--- src/rtl/obstacle_ctrl.sv ---
// rtl/obstacle_ctrl.sv - sliding obstacle draw/wait/erase/move loop with player crash detection
module obstacle_ctrl #(
  parameter int unsigned OB_W        = 8,
  parameter int unsigned OB_H        = 4,
  parameter int unsigned OB_Y        = 60,
  parameter int unsigned OB_X0       = 0,
  parameter int unsigned STEP        = 1,
  parameter int unsigned X_MAX       = 159,
  parameter int unsigned WAIT_CYCLES = 833333,
  parameter int unsigned P_SIZE      = 4,
  parameter logic [2:0]  OB_COLOUR   = 3'b100
) (
  input  logic       CLK,
  input  logic       resetn,
  input  logic       go,
  input  logic [7:0] player_x,
  input  logic [6:0] player_y,
  output logic [2:0] current_state_ob,
  output logic       crashing_signal,
  output logic [7:0] pixel_x,
  output logic [6:0] pixel_y,
  output logic [2:0] colour,
  output logic       plot
);

  localparam int unsigned CW = (OB_W > 1) ? $clog2(OB_W) : 1;
  localparam int unsigned RW = (OB_H > 1) ? $clog2(OB_H) : 1;
  localparam int unsigned WW = (WAIT_CYCLES > 1) ? $clog2(WAIT_CYCLES) : 1;
  localparam logic [CW-1:0] COL_LAST  = CW'(OB_W - 1);
  localparam logic [RW-1:0] ROW_LAST  = RW'(OB_H - 1);
  localparam logic [WW-1:0] WAIT_LAST = WW'(WAIT_CYCLES - 1);
  localparam logic [9:0]    X_LIMIT   = 10'(X_MAX + 1);
  localparam logic [7:0]    X_START   = 8'(OB_X0);

  typedef enum logic [2:0] {
    S_IDLE  = 3'd0,
    S_LOAD  = 3'd1,
    S_DRAW  = 3'd2,
    S_WAIT  = 3'd3,
    S_ERASE = 3'd4,
    S_MOVE  = 3'd5,
    S_CHECK = 3'd6,
    S_HALT  = 3'd7
  } state_e;

  state_e        state_q;
  logic [7:0]    ob_x_q;
  logic [7:0]    ob_x_d;
  logic [CW-1:0] col_q;
  logic [RW-1:0] row_q;
  logic [WW-1:0] wait_q;
  logic          crash_n_q;
  logic [9:0]    x_step;
  logic [9:0]    x_end;
  logic          overlap;
  logic          last_pix;

  // Wrap test uses the post-step right edge, widened so nothing truncates.
  always_comb begin
    x_step = {2'b00, ob_x_q} + 10'(STEP);
    x_end  = x_step + 10'(OB_W);
    ob_x_d = (x_end > X_LIMIT) ? 8'd0 : x_step[7:0];
  end

  assign overlap = ({1'b0, player_x} < ({1'b0, ob_x_d} + 9'(OB_W)))
                && ({1'b0, ob_x_d} < ({1'b0, player_x} + 9'(P_SIZE)))
                && ({2'b00, player_y} < 9'(OB_Y + OB_H))
                && (9'(OB_Y) < ({2'b00, player_y} + 9'(P_SIZE)));

  assign last_pix = (col_q == COL_LAST) && (row_q == ROW_LAST);

  always_ff @(posedge CLK) begin
    if (!resetn) begin
      state_q   <= S_IDLE;
      ob_x_q    <= X_START;
      col_q     <= '0;
      row_q     <= '0;
      wait_q    <= '0;
      crash_n_q <= 1'b1;
    end else begin
      case (state_q)
        S_IDLE: if (go) state_q <= S_LOAD;
        S_LOAD: begin
          ob_x_q  <= X_START;
          col_q   <= '0;
          row_q   <= '0;
          wait_q  <= '0;
          state_q <= S_DRAW;
        end
        S_DRAW, S_ERASE: begin
          if (last_pix) begin
            col_q   <= '0;
            row_q   <= '0;
            state_q <= (state_q == S_DRAW) ? S_WAIT : S_MOVE;
          end else if (col_q == COL_LAST) begin
            col_q <= '0;
            row_q <= row_q + 1'b1;
          end else begin
            col_q <= col_q + 1'b1;
          end
        end
        S_WAIT: begin
          if (wait_q == WAIT_LAST) begin
            wait_q  <= '0;
            state_q <= S_ERASE;
          end else begin
            wait_q <= wait_q + 1'b1;
          end
        end
        // Crash flag is registered here so it is stable for the whole CHECK cycle.
        S_MOVE: begin
          ob_x_q    <= ob_x_d;
          crash_n_q <= ~overlap;
          state_q   <= S_CHECK;
        end
        S_CHECK: state_q <= crash_n_q ? S_DRAW : S_HALT;
        S_HALT: begin
          if (go) begin
            crash_n_q <= 1'b1;
            ob_x_q    <= X_START;
            state_q   <= S_IDLE;
          end
        end
        default: state_q <= S_IDLE;
      endcase
    end
  end

  assign current_state_ob = state_q;
  assign crashing_signal  = crash_n_q;
  assign plot             = (state_q == S_DRAW) || (state_q == S_ERASE);
  assign colour           = (state_q == S_DRAW) ? OB_COLOUR : 3'b000;
  assign pixel_x          = ob_x_q + 8'(col_q);
  assign pixel_y          = 7'(OB_Y) + 7'(row_q);

endmodule

--- config.mk ---
export PLATFORM = sky130hd
export DESIGN_NAME = obstacle_ctrl
export DESIGN_NICKNAME = d
export VERILOG_FILES = /design/src/rtl/obstacle_ctrl.sv
export SDC_FILE = /design/constraint.sdc
export NUM_CORES = 1
export LEC_CHECK = 0
export CORE_ASPECT_RATIO = 0.8
export CORE_MARGIN = 3
export CORE_UTILIZATION = 33
export CTS_CLUSTER_DIAMETER = 100
export DETAILED_ROUTE_END_ITERATION = 10
export GPL_TIMING_DRIVEN = 0
export HOLD_SLACK_MARGIN = 0.1
export PLACE_DENSITY = 0.56
export SYNTH_ARGS = -nofsm -noshare
export SYNTH_HDL_FRONTEND = slang
export SYNTH_SLANG_ARGS = --single-unit
export TNS_END_PERCENT = 100
--- constraint.sdc ---
create_clock -name CLK -period 11.9 [get_ports CLK]
set_clock_uncertainty 0.15 [all_clocks]
set_input_delay 2.38 -clock CLK [delete_from_list [all_inputs] [get_ports CLK]]
set_output_delay 2.38 -clock CLK [all_outputs]
set_load 0.05 [all_outputs]
After elaboration in Yosys (flattened, before gate mapping)
Cells that the tools add are included.
{"block": "word_totals", "wordCells": 73, "in_bits": 18, "output_inout_bits": 23, "reg_bits": 37}
{"block": "classes", "n_eq_ne": 15, "addsub": 10, "magnitude_cmp": 5, "mux": 21, "bitwise_logic": 1, "n_reduce_logical": 15}
{"cell": "20-bit case mux with 2 select lines", "n": 1}
{"cell": "3-bit 2-to-1 mux", "n": 9}
{"cell": "8-bit case mux with 3 select lines", "n": 1}
{"cell": "3-bit case mux with 7 select lines", "n": 1}
{"cell": "20-bit by 1-bit adder with 20-bit output, second input constant", "n": 1}
{"cell": "20-bit equality test, second input constant", "n": 1}
{"cell": "20-bit 2-to-1 mux", "n": 1}
{"cell": "8-bit by 9-bit less-than comparator with 1-bit output", "n": 2}
{"cell": "8-bit 2-to-1 mux", "n": 2}
{"cell": "3-bit equality test, second input constant", "n": 5}
{"cell": "9-bit by 4-bit adder with 10-bit output, second input constant", "n": 1}
{"cell": "10-bit by 8-bit greater-than comparator with 1-bit output, second input constant", "n": 1}
{"cell": "8-bit by 1-bit adder with 9-bit output, second input constant", "n": 1}
{"cell": "8-bit by 3-bit adder with 9-bit output, second input constant", "n": 1}
{"cell": "8-bit by 4-bit adder with 9-bit output, second input constant", "n": 1}
{"cell": "7-bit by 3-bit adder with 8-bit output, second input constant", "n": 1}
{"cell": "8-bit by 3-bit adder with 8-bit output", "n": 1}
{"cell": "6-bit by 8-bit less-than comparator with 1-bit output, first input constant", "n": 1}
{"cell": "2-bit != test, second input constant", "n": 4}
{"cell": "6-bit by 2-bit adder with 7-bit output, first input constant", "n": 1}
{"cell": "7-bit less-than comparator, second input constant", "n": 1}
{"cell": "3-bit by 2-bit equality test with 1-bit output, second input constant", "n": 2}
{"cell": "3-bit case mux with 2 select lines", "n": 1}
{"cell": "2-bit AND reduction", "n": 3}
{"cell": "other kinds (17)", "n": 23}

Longest topological paths before layout
{"block": "logic_depth", "ltp_word": 11, "depth_mapped": 20}

Worst setup path after synthesis
Ideal clock, no wire load.
{"block": "synth_path", "kind": "reg2out", "startpoint": "register ob_x_q[0]", "endpoint": "output port pixel_x[6]", "n_path_buf": 0, "arrival_time_ps": 2211, "setup_slack_ps": 7159, "stages_incl_launch_ff": 8, "path_cell_list": "dfxtp_1 -> ha_1 -> inv_1 -> fa_1 -> nor2b_1 -> o21ai_0 -> nor2_1 -> xor2_1"}
{"block": "synth_via", "elab_chain_len": 1}
{"item": "start, declared", "line_no": "47", "text": "logic [7:0] ob_x_q;"}
{"item": "start signal, assigned", "line_no": "75", "text": "ob_x_q <= X_START;"}
{"item": "start signal, assigned", "line_no": "84", "text": "ob_x_q <= X_START;"}
{"item": "start signal, assigned", "line_no": "112", "text": "ob_x_q <= ob_x_d;"}
{"item": "8-bit by 3-bit adder with 8-bit output", "line_no": "133", "text": "assign pixel_x = ob_x_q + 8'(col_q);"}
{"item": "end, declared", "line_no": "20", "text": "output logic [7:0] pixel_x,"}
Every way passes these cells.

Worst setup path in the final report
Ends and elaborated chain as after synthesis.

==> results.cfg <==
[yosys]
synth_top_family_by_area = simple AND/OR/NAND/NOR gates
yosysWarnings = 0
synthAdderAreaFrac_pct = 11.7
yosys_register_bits = 37
synth_edf_count = 0
synth_most_common_cell = dfxtp_1
netlist_top_cells_count = 37 x dfxtp_1, 36 x nand2_1, 33 x nor2_1, 29 x a21oi_1, 26 x ha_1
synth_mux_area_share_pct = 0.340
synth_seq_area_share_pct = 25.1
synthDistinctLibCells = 70
synthSimpleGateAreaFrac_pct = 28.7
yosys.area.top_type_share_pct = 25.1
synth_xor_area_share_pct = 6.84
synth_ff_type = dfxtp_1
synth_area_mm2 = 0.00295
synthCells = 371
yosys-top-cells-area = dfxtp_1 25%, ha_1 11%, a21oi_1 4.9%
synth_area_leader_cell = dfxtp_1
async_flop_share_pct = 0
synth_compound_gate_area_share_pct = 21.3
avgSynthCellArea_um2 = 7.94

[worst_setup_path]
reg2reg_from = ob_x_q[0]$_SDFFE_PN0P_
reg2reg_to = crashing_signal$_SDFFE_PN1P_
worstPathArrival_ns = 2.90
critPathKind = reg -> out
required_ns = 9.37
worstSetupEndpoint = pixel_x[6]
rrSetupSlack_ns = 7.06
worst_setup_path_end_kind = primary output
crit_fanout = 9
crit_path_start = ob_x_q[0]$_SDFFE_PN0P_
reg2reg_depth = 19
crit_path_start_kind = flop

[finish]
antenna_cells = 0
fin_nets = 461
areaGrowthSynthToFinish_pct = 21.3
final_cell_count_no_fill = 529
final_area_mm2 = 0.00357
drive_gt1_share_pct = 9.83

[sta]
fin_crit_sh_pct = 45.6
finalSetupTns_ns = 0
period_minus_slack_ns = 5.43
slew_viol_final = 0
slew_headroom_pct = 50.8
fin_hold_ws_ns = 0.343
rsz0062_at_grt = false
worst_slack_ns = 6.47
max_freq_mhz = 184
worst_slew_pin_slew_ns = 0.735
hold_viol_final = 0
setup_violations = 0

[placement]
hpwl_um = 5750
place.gp.congestion = 0.815
port_buffers = 33
placed_area_mm2 = 0.00343
place_ws_ns = 6.76
place_inst = 521

[flow_run]
cap_violations = 0

[global_routing]
grt_usage_pct = 14.3
grt_pass1_vias = 2404
overflow = 0
grt_max_degree = 14
antenna_found_initial = 0
grt_pass1_wl_um = 12200

[clock_network]
clockRootBuffer = clkbuf_8
cts_resized = 0
htree_levels = 2
cts_tree = built
numCtsBuffers = 5
cts_max_path_buffers = 2
cts_setup_buffers = 0
clkTransAtPathRegs_ns = 0.08
clock_sink_count = 37
cts_hold_buf = 0
clock_latency_ns = 0.29

[detailed_routing]
drc = 0
wl_um = 7390
drt_iter0_markers = 151
vias = 2736
viasPerCell = 5.17
avgRoutedWirePerCell_um = 14.0
ant_nets = 0
firstDrtPassIters = 4

[outcome]
outcome = complete, no violations

[pwr]
powerDensity_mw_per_mm2 = 115
peakVddDrop_v = 0.0000572
p_leak_nw = 1.37

[min_path]
hold_class = reg -> reg

[floorplanning]
die_y_um = 90.5
core_area_mm2 = 0.00860
row_count = 30
design.die.area_mm2 = 0.0101
dieWidth_um = 112
io_pins = 41
initial_utilization_pct = 34.3
==> flip-flops by register name (all words and copies together) (netlist names) <==
register / count
crashing_signal: 1
wait_q: 20
current_state_ob: 3
row_q: 2
ob_x_q: 8
col_q: 3
==> per-layer routing <==
metal / GRT usage (%) / part of all wire, % / vias up
met5: 0 / 0 / -
met4: 3.04 / 0.80 / 0
met3: 2.08 / 4.3 / 5
met2: 19.5 / 40 / 58
met1: 23.3 / 55 / 1256
li1: - / - / 1417
==> cells by family after synthesis <==
group	count (synthesis)
other	2
adder cells (fa/ha/maj)	27
flip-flops	37
AO/OA/AOI/OAI	90
buffers and inverters	35
multiplexers	1
XOR/XNOR	23
AND/OR/NAND/NOR	156
==> where the power goes <==
group | total [mW] | switching [mW] | internal, mW
combinational | 0.139 | 0.0934 | 0.0452
clock | 0.135 | 0.0510 | 0.0844
sequential | 0.137 | 0.00799 | 0.129
==> metrics by stage <==
step | utilization, % | power, mW
CTS | 41.6 | 0.413
global route | 41.6 | 0.434
finish | 41.6 | 0.411
global placement | 40.0 | 0.276
floorplan | - | 0.235
detailed placement | 40.0 | 0.277
==> how the worst min path moves through the flow <==
stage / start / endpoint / slack, ns / cells past startpoint
CTS: wait_q[19]$_SDFFE_PN0P_ / wait_q[19]$_SDFFE_PN0P_ / 0.35 / 2
floorplan: wait_q[19]$_SDFFE_PN0P_ / wait_q[19]$_SDFFE_PN0P_ / 0.31 / 2
global route: wait_q[19]$_SDFFE_PN0P_ / wait_q[19]$_SDFFE_PN0P_ / 0.37 / 2
detailed placement: wait_q[19]$_SDFFE_PN0P_ / wait_q[19]$_SDFFE_PN0P_ / 0.33 / 2
finish: wait_q[19]$_SDFFE_PN0P_ / wait_q[19]$_SDFFE_PN0P_ / 0.34 / 2
global placement: wait_q[19]$_SDFFE_PN0P_ / wait_q[19]$_SDFFE_PN0P_ / 0.32 / 2
==> placed cells by master, fill, tap and decap left out, drive strengths merged, types with 4 or more instances in the layout <==
master         instances
nand3                 21
inv                   15
clkbuf                14
a22oi                  7
and2                   4
or3                    6
clkdlybuf4s50         33
nor2                  35
xor2                  13
buf                   12
and3                   5
a21oi                 30
nand3b                 4
xnor2                 10
nand2                 37
nand2b                 6
a31oi                  7
ha                    26
a21o                   4
nor2b                  6
nor3                  14
conb                   7
o21ai                 14
dfxtp                 37
o21a                   5
==> worst max-delay path, stage by stage, from the launching register on <==
cell	delay (ns)
dfxtp_1	0.56
ha_1	0.23
inv_1	0.06
fa_1	0.40
nor2b_1	0.12
o21ai_0	0.13
nor2_1	0.14
xor2_1	0.15
clkdlybuf4s50_1	0.81
==> final cells by class <==
type	instances	area [um2]
Fill cell	872	5020
Multi-Input combinational cell	304	2060
Sequential cell	37	741
Timing Repair Buffer	33	330
Tap cell	112	140
Buffer	21	115
Clock buffer	5	68.8
Clock inverter	3	68.8
Inverter	14	52.6
Power figures use the tool's default switching activity.
